**src/rtl/vote_pkg.sv**
```systemverilog
// Shared constants for the vote frame collector: FSM encoding, vote word width
// and the default frame-counter width.
package vote_pkg;

    localparam logic [1:0] ST_IDLE    = 2'd0;
    localparam logic [1:0] ST_COLLECT = 2'd1;
    localparam logic [1:0] ST_PRESENT = 2'd2;

    localparam int VOTE_W      = 3;
    localparam int FRAME_W_DEF = 8;

endpackage : vote_pkg

```
**src/rtl/vote_frame_collector_if.sv**
```systemverilog
// Serial vote input and assembled-frame output bundle. The master drives the
// serial side; the slave is the collector itself.
interface vote_frame_collector_if
    import vote_pkg::*;
#(
    parameter int FRAME_W = FRAME_W_DEF
);
    logic               start;
    logic               bit_in;
    logic               bit_vld;
    logic [VOTE_W-1:0]  a;
    logic               en;
    logic               busy;
    logic [FRAME_W-1:0] frame_cnt;
    logic               err;

    modport master (
        output start, bit_in, bit_vld,
        input  a, en, busy, frame_cnt, err
    );

    modport slave (
        input  start, bit_in, bit_vld,
        output a, en, busy, frame_cnt, err
    );
endinterface : vote_frame_collector_if

```
**src/rtl/wrap_counter.sv**
```systemverilog
// Free-running wrap-around counter with synchronous reset, clear and
// increment enable; clear wins over increment.
module wrap_counter #(
    parameter int W = 8
) (
    input  logic         clk,
    input  logic         rst,
    input  logic         clr,
    input  logic         inc,
    output logic [W-1:0] cnt
);
    logic [W-1:0] cnt_d;
    logic [W-1:0] cnt_q;

    // Next count: clear, increment or hold.
    always_comb begin
        cnt_d = cnt_q;
        if (clr) begin
            cnt_d = '0;
        end else if (inc) begin
            cnt_d = cnt_q + W'(1);
        end else begin
            cnt_d = cnt_q;
        end
    end

    // Count register.
    always_ff @(posedge clk) begin
        if (rst) begin
            cnt_q <= '0;
        end else begin
            cnt_q <= cnt_d;
        end
    end

    assign cnt = cnt_q;
endmodule : wrap_counter

```
**src/rtl/vote_frame_collector.sv**
```systemverilog
// Shifts in three serial vote bits (MSB first) and presents the word on a
// with a registered en strobe held for HOLD_CYCLES; counts frames, flags errors.
module vote_frame_collector
    import vote_pkg::*;
#(
    parameter int FRAME_W     = FRAME_W_DEF,
    parameter int HOLD_CYCLES = 1
) (
    input  logic                   clk,
    input  logic                   rst,
    vote_frame_collector_if.slave  bus
);
    localparam int                 HOLD_W    = $clog2(HOLD_CYCLES + 1);
    localparam logic [HOLD_W-1:0]  HOLD_LAST = HOLD_W'(HOLD_CYCLES - 1);

    logic [1:0]        state_d, state_q;
    // Only the two oldest bits need storing; the third arrives with bit_in.
    logic [1:0]        sr_d, sr_q;
    logic [1:0]        idx_d, idx_q;
    logic [VOTE_W-1:0] a_d, a_q;
    logic              en_d, en_q;
    logic              busy_d, busy_q;
    logic              err_d, err_q;

    logic              frame_inc_s;
    logic              hold_inc_s;
    logic              hold_clr_s;
    logic [HOLD_W-1:0] hold_cnt_s;

    wrap_counter #(.W(FRAME_W)) u_frame_cnt (
        .clk (clk),
        .rst (rst),
        .clr (1'b0),
        .inc (frame_inc_s),
        .cnt (bus.frame_cnt)
    );

    wrap_counter #(.W(HOLD_W)) u_hold_cnt (
        .clk (clk),
        .rst (rst),
        .clr (hold_clr_s),
        .inc (hold_inc_s),
        .cnt (hold_cnt_s)
    );

    // Frame FSM: collect three bits, present the word, flag protocol errors.
    always_comb begin
        state_d     = state_q;
        sr_d        = sr_q;
        idx_d       = idx_q;
        a_d         = a_q;
        err_d       = err_q;
        frame_inc_s = 1'b0;
        hold_inc_s  = 1'b0;
        hold_clr_s  = 1'b0;
        case (state_q)
            ST_IDLE: begin
                if (bus.start) begin
                    state_d = ST_COLLECT;
                    sr_d    = 2'b00;
                    idx_d   = 2'd0;
                end else begin
                    state_d = ST_IDLE;
                end
            end
            ST_COLLECT: begin
                if (bus.start) begin
                    err_d = 1'b1;
                    if (bus.bit_vld) begin
                        sr_d  = {1'b0, bus.bit_in};
                        idx_d = 2'd1;
                    end else begin
                        sr_d  = 2'b00;
                        idx_d = 2'd0;
                    end
                end else if (bus.bit_vld) begin
                    if (idx_q == 2'd2) begin
                        a_d         = {sr_q, bus.bit_in};
                        state_d     = ST_PRESENT;
                        idx_d       = 2'd0;
                        frame_inc_s = 1'b1;
                    end else begin
                        sr_d  = {sr_q[0], bus.bit_in};
                        idx_d = idx_q + 2'd1;
                    end
                end else begin
                    state_d = ST_COLLECT;
                end
            end
            ST_PRESENT: begin
                if (bus.start || bus.bit_vld) begin
                    err_d = 1'b1;
                end else begin
                    err_d = err_q;
                end
                if (hold_cnt_s == HOLD_LAST) begin
                    state_d    = ST_IDLE;
                    hold_clr_s = 1'b1;
                end else begin
                    hold_inc_s = 1'b1;
                end
            end
            default: begin
                state_d    = ST_IDLE;
                hold_clr_s = 1'b1;
            end
        endcase
        en_d   = (state_d == ST_PRESENT);
        busy_d = (state_d != ST_IDLE);
    end

    // State and registered outputs.
    always_ff @(posedge clk) begin
        if (rst) begin
            state_q <= ST_IDLE;
            sr_q    <= 2'b00;
            idx_q   <= 2'd0;
            a_q     <= 3'b000;
            en_q    <= 1'b0;
            busy_q  <= 1'b0;
            err_q   <= 1'b0;
        end else begin
            state_q <= state_d;
            sr_q    <= sr_d;
            idx_q   <= idx_d;
            a_q     <= a_d;
            en_q    <= en_d;
            busy_q  <= busy_d;
            err_q   <= err_d;
        end
    end

    assign bus.a    = a_q;
    assign bus.en   = en_q;
    assign bus.busy = busy_q;
    assign bus.err  = err_q;
endmodule : vote_frame_collector

```
**src/flat_wrapper.sv**
```systemverilog
// flat-port wrapper written by rule: the top's interface ports become plain ports
module vote_frame_collector_flat import vote_pkg::*;
#(
    parameter int FRAME_W     = FRAME_W_DEF,
    parameter int HOLD_CYCLES = 1
)
  (clk, rst, bus_start, bus_bit_in, bus_bit_vld, bus_a, bus_en, bus_busy, bus_frame_cnt, bus_err);
  vote_frame_collector_if #(.FRAME_W(FRAME_W)) bus_i ();
  input  logic clk;
  input  logic rst;
  input wire logic [$bits(bus_i.start)-1:0] bus_start;
  input wire logic [$bits(bus_i.bit_in)-1:0] bus_bit_in;
  input wire logic [$bits(bus_i.bit_vld)-1:0] bus_bit_vld;
  output wire logic [$bits(bus_i.a)-1:0] bus_a;
  output wire logic [$bits(bus_i.en)-1:0] bus_en;
  output wire logic [$bits(bus_i.busy)-1:0] bus_busy;
  output wire logic [$bits(bus_i.frame_cnt)-1:0] bus_frame_cnt;
  output wire logic [$bits(bus_i.err)-1:0] bus_err;
  assign bus_i.start = bus_start;
  assign bus_i.bit_in = bus_bit_in;
  assign bus_i.bit_vld = bus_bit_vld;
  assign bus_a = bus_i.a;
  assign bus_en = bus_i.en;
  assign bus_busy = bus_i.busy;
  assign bus_frame_cnt = bus_i.frame_cnt;
  assign bus_err = bus_i.err;
  vote_frame_collector #(.FRAME_W(FRAME_W), .HOLD_CYCLES(HOLD_CYCLES)) u_core (.clk(clk), .rst(rst), .bus(bus_i));
endmodule
```
**config.mk**
```make
export PLATFORM = sky130hd
export DESIGN_NAME = vote_frame_collector_flat
export DESIGN_NICKNAME = d
export VERILOG_FILES = /design/src/rtl/vote_pkg.sv /design/src/rtl/vote_frame_collector_if.sv /design/src/rtl/wrap_counter.sv /design/src/rtl/vote_frame_collector.sv /design/src/flat_wrapper.sv
export SDC_FILE = /design/constraint.sdc
export NUM_CORES = 1
export LEC_CHECK = 0
export ABC_CLOCK_PERIOD_IN_PS = 2300
export BUFFER_PORTS_ARGS = -buffer_cell sky130_fd_sc_hd__buf_4
export CAP_MARGIN = 20
export CORE_MARGIN = 2
export CORE_UTILIZATION = 52
export DETAILED_ROUTE_END_ITERATION = 16
export PLACE_DENSITY = 0.77
export SYNTH_ARGS = -nofsm -noshare
export SYNTH_HDL_FRONTEND = slang
export SYNTH_SLANG_ARGS = --single-unit
```
**constraint.sdc**
```tcl
create_clock -name clk -period 2.3 [get_ports clk]
set_input_delay 0.115 -clock clk [delete_from_list [all_inputs] [get_ports clk]]
set_output_delay 0.115 -clock clk [all_outputs]
set_load 0.01 [all_outputs]
```
==> summary.txt <==
STA
  • Setup repair after global routing missed its margin: no
  • Final Cycle Share: 85.2%
  • Final hold viol count: 0
  • Worst clock skew: 0.00424 ns
  • Final WS setup: 0.340 ns
  • Hold_ws: 0.0902 ns
  • Relative slew slack: 42.2%
  • Sum of negative setup slack: 0 ns
  • Max-slew violation count: 0
  • Slew @ Worst Pin: 0.856 ns
  • Maximum operating frequency: 510 MHz
  • Setup violators final: 0
  • Minimum clock period: 1.96 ns

Drt
  • Routed Wire Length: 1.89 mm
  • Post-route ant nets: 0
  • First drt pass iteration count: 4
  • Drt drc: 0
  • Vias per std cell: 5.87
  • Drt wl/cell: 12.4 microns
  • Initial drt markers: 34
  • Vias: 892

Critical path
  • Reg2Reg Setup Slack: 0.34 ns
  • Worst EP required: 2.50 ns
  • CP max-delay cell: or4b_1
  • Crit path arrival time: 2.16 ns
  • Max stage delay on crit path: 0.77 ns
  • Reg2reg end: u_core.u_frame_cnt.cnt[7]$_SDFFE_PP0P_
  • Reg2reg path depth: 3
  • Critical Path End Type: flop
  • Worst Setup Start Kind: flop
  • Crit-path cells: or4b_1, nor4_1, mux2_2
  • Reg2reg start: u_core.idx_q[0]$_SDFFE_PP0P_
  • Setup CP Type: flop to flop
  • CP max FO: 17

CTS
  • CTS sink cnt: 21
  • Maximum clock path buffer count: 2
  • Insertion delay to the later sink of the worst-skew pair: 0.30 ns
  • Number of gates resized after CTS: 0
  • H-tree depth: 1
  • Hold-fix buffers at CTS: 0
  • Post-CTS setup buffers: 0
  • CTS root buf: clkbuf_4
  • CTS tree: yes
  • CTS Buf Count: 3
  • Clk slew on worst S/H paths: 0.12 ns

Logic synthesis
  • Synthesized area: 930 sq um
  • Syn Nets: 118
  • Syn Area/Cell: 8.30 sq um
  • Top cell types by occurrence after synthesis: dfxtp_1 (21), a21oi_1 (17), o21ai_0 (12)
  • Count leader, synth: dfxtp_1
  • Synth Register Bits: 21
  • Yosys warning count: 0
  • Area contributors post-synth: dfxtp_1 (45%), a21oi_1 (9.2%), o21ai_0 (6.5%)
  • Synth Flop Type: dfxtp_1
  • Post-synth top area share: 45.2%
  • Largest area contributor in the netlist: dfxtp_1
  • EDFF count, synth: 0
  • Yosys cell types: 29
  • Post-synthesis cell count: 112
  • Synth async-reset ratio: 0%
  • Seq/Total Area, Yosys: 45.2%

Final layout
  • # diodes: 0
  • Nets: 134
  • Share of layout cells above drive strength 1: 18.9%
  • Design Area, Final: 0.00110 sq mm
  • Area added between synthesis and finish: 18.3%

Power and ir drop
  • Overall Power: 0.584 mW
  • Lkg Pwr: 0.383 nW
  • Peak VDD IR: 0.418 mV
  • Power per Cell Area: 531 mW/mm^2

Worst hold path
  • HP Class: input port to flop
  • Hold endpoint: u_core.bus.a[0]$_SDFFE_PP0P_
  • Worst Min Path Start: bus_bit_in
  • Worst hold stages: 3

Die
  • Die footprint: 0.00214 sq mm
  • Initial Util: 54.4%
  • I/O pin total: 19
  • # rows: 15
  • Area of the core: 0.00171 sq mm
  • DIE WIDTH: 46.3 microns
  • DIE HEIGHT: 46.3 microns

Placed design
  • I/O Buffers: 18
  • Pre-CTS WS: 0.346 ns
  • Post-detail-place hpwl: 1.32 mm
  • Post-Place Cell Area: 0.00107 sq mm
  • Routability cong.: 0.844

GRT
  • Largest net degree at the start of global routing: 23
  • Grt ovf: 0
  • Vias in the first global route: 835
  • GRT Total Usage: 21.1%
  • First-pass GRT wire length: 3.34 mm
  • Initial antenna violation count: 0

Run status
  • Status: finished clean

Flow run
  • # Max-Cap Violations: 0
## sequential cells by signal, summed over array words and instances (netlist names)
signal,count
u_core.u_hold_cnt.cnt,1
u_core.bus.a,3
u_core.u_frame_cnt.cnt,8
u_core.bus.busy,1
u_core.state_q,2
u_core.idx_q,2
u_core.sr_q,2
u_core.bus.en,1
u_core.bus.err,1
## where the power goes
group,internal (mW),switching (mW)
Sequential,0.369,0.00577
Combinational,0.0136,0.0211
Clock,0.0647,0.110
Total,0.447,0.137
## layout make-up
| class | count | area (sq um) |
|---|---|---|
| clock buffers | 3 | 22.5 |
| clock inverters | 1 | 5.00 |
| inverters | 4 | 15.0 |
| well taps | 25 | 31.3 |
| flip-flops and latches | 21 | 420 |
| multi-input cells | 79 | 463 |
| fillers | 152 | 608 |
| repair buffers | 19 | 143 |
## per-layer routing
metal  up-vias  share of wire (%)  track usage, %  routed length (microns)
met2        33                 51            35.6                      958
met4         0               0.42            7.43                        8
li1        442                  -               -                        -
met3         2                5.5            3.92                      103
met1       415                 43            26.7                      816
met5         -                  0               0                        0
## cells in the final DEF, fill, tap and decap left out
cell	instances
nor4_1	1
nand4b_1	1
nand3_1	7
nor2b_1	4
clkinv_2	1
inv_1	4
a21oi_1	17
nor3b_1	1
and2b_1	1
o2111ai_1	1
or4b_1	1
ha_1	1
nand4_1	3
nor4b_1	1
nand3b_1	1
o211ai_1	1
clkbuf_4	3
or4_1	4
nand2b_1	1
o21ai_0	12
dfxtp_1	21
and2_1	1
nor3_1	1
nand2_1	6
a31oi_1	3
buf_4	19
mux2_2	1
or3_1	2
o31ai_1	4
nor2_1	3
## per-stage QoR
step / std cells / util, %
floorplan: 112 / -
global placement: 148 / 62.8
detailed placement: 148 / 62.8
CTS: 152 / 64.4
global route: 152 / 64.4
finish: 152 / 64.4
## worst max path at each step
stage | cells past startpoint | slack, ns | from | endpoint
2_1_floorplan | 4 | 0.58 | u_core.idx_q[0]$_SDFFE_PP0P_ | u_core.u_frame_cnt.cnt[7]$_SDFFE_PP0P_
3_3_place_gp | 3 | 0.38 | u_core.idx_q[0]$_SDFFE_PP0P_ | u_core.u_frame_cnt.cnt[7]$_SDFFE_PP0P_
6_report | 3 | 0.34 | u_core.idx_q[0]$_SDFFE_PP0P_ | u_core.u_frame_cnt.cnt[7]$_SDFFE_PP0P_
4_1_cts | 3 | 0.34 | u_core.idx_q[1]$_SDFFE_PP0P_ | u_core.u_frame_cnt.cnt[7]$_SDFFE_PP0P_
3_5_place_dp | 3 | 0.35 | u_core.idx_q[0]$_SDFFE_PP0P_ | u_core.u_frame_cnt.cnt[7]$_SDFFE_PP0P_
5_1_grt | 3 | 0.21 | u_core.idx_q[0]$_SDFFE_PP0P_ | u_core.u_frame_cnt.cnt[7]$_SDFFE_PP0P_
## kinds of logic (layout without fill, tap and decap cells)
group / after synthesis / after routing / share of synthesized area (%)
adder cells (fa/ha/maj): 1 / 1 / 1.35
flip-flops: 21 / 21 / 45.2
AO/OA/AOI/OAI: 38 / 38 / 22.6
AND/OR/NAND/NOR: 39 / 39 / 24.6
buffers and inverters: 12 / 27 / 4.98
multiplexers: 1 / 1 / 1.21
## worst max-delay path: cells and delay by family (launching register included)
kind             cells  cell delay, ns
multiplexers         1            0.36
flip-flops           1            0.39
AND/OR/NAND/NOR      2            1.12
(Power assumes the default switching activity.)
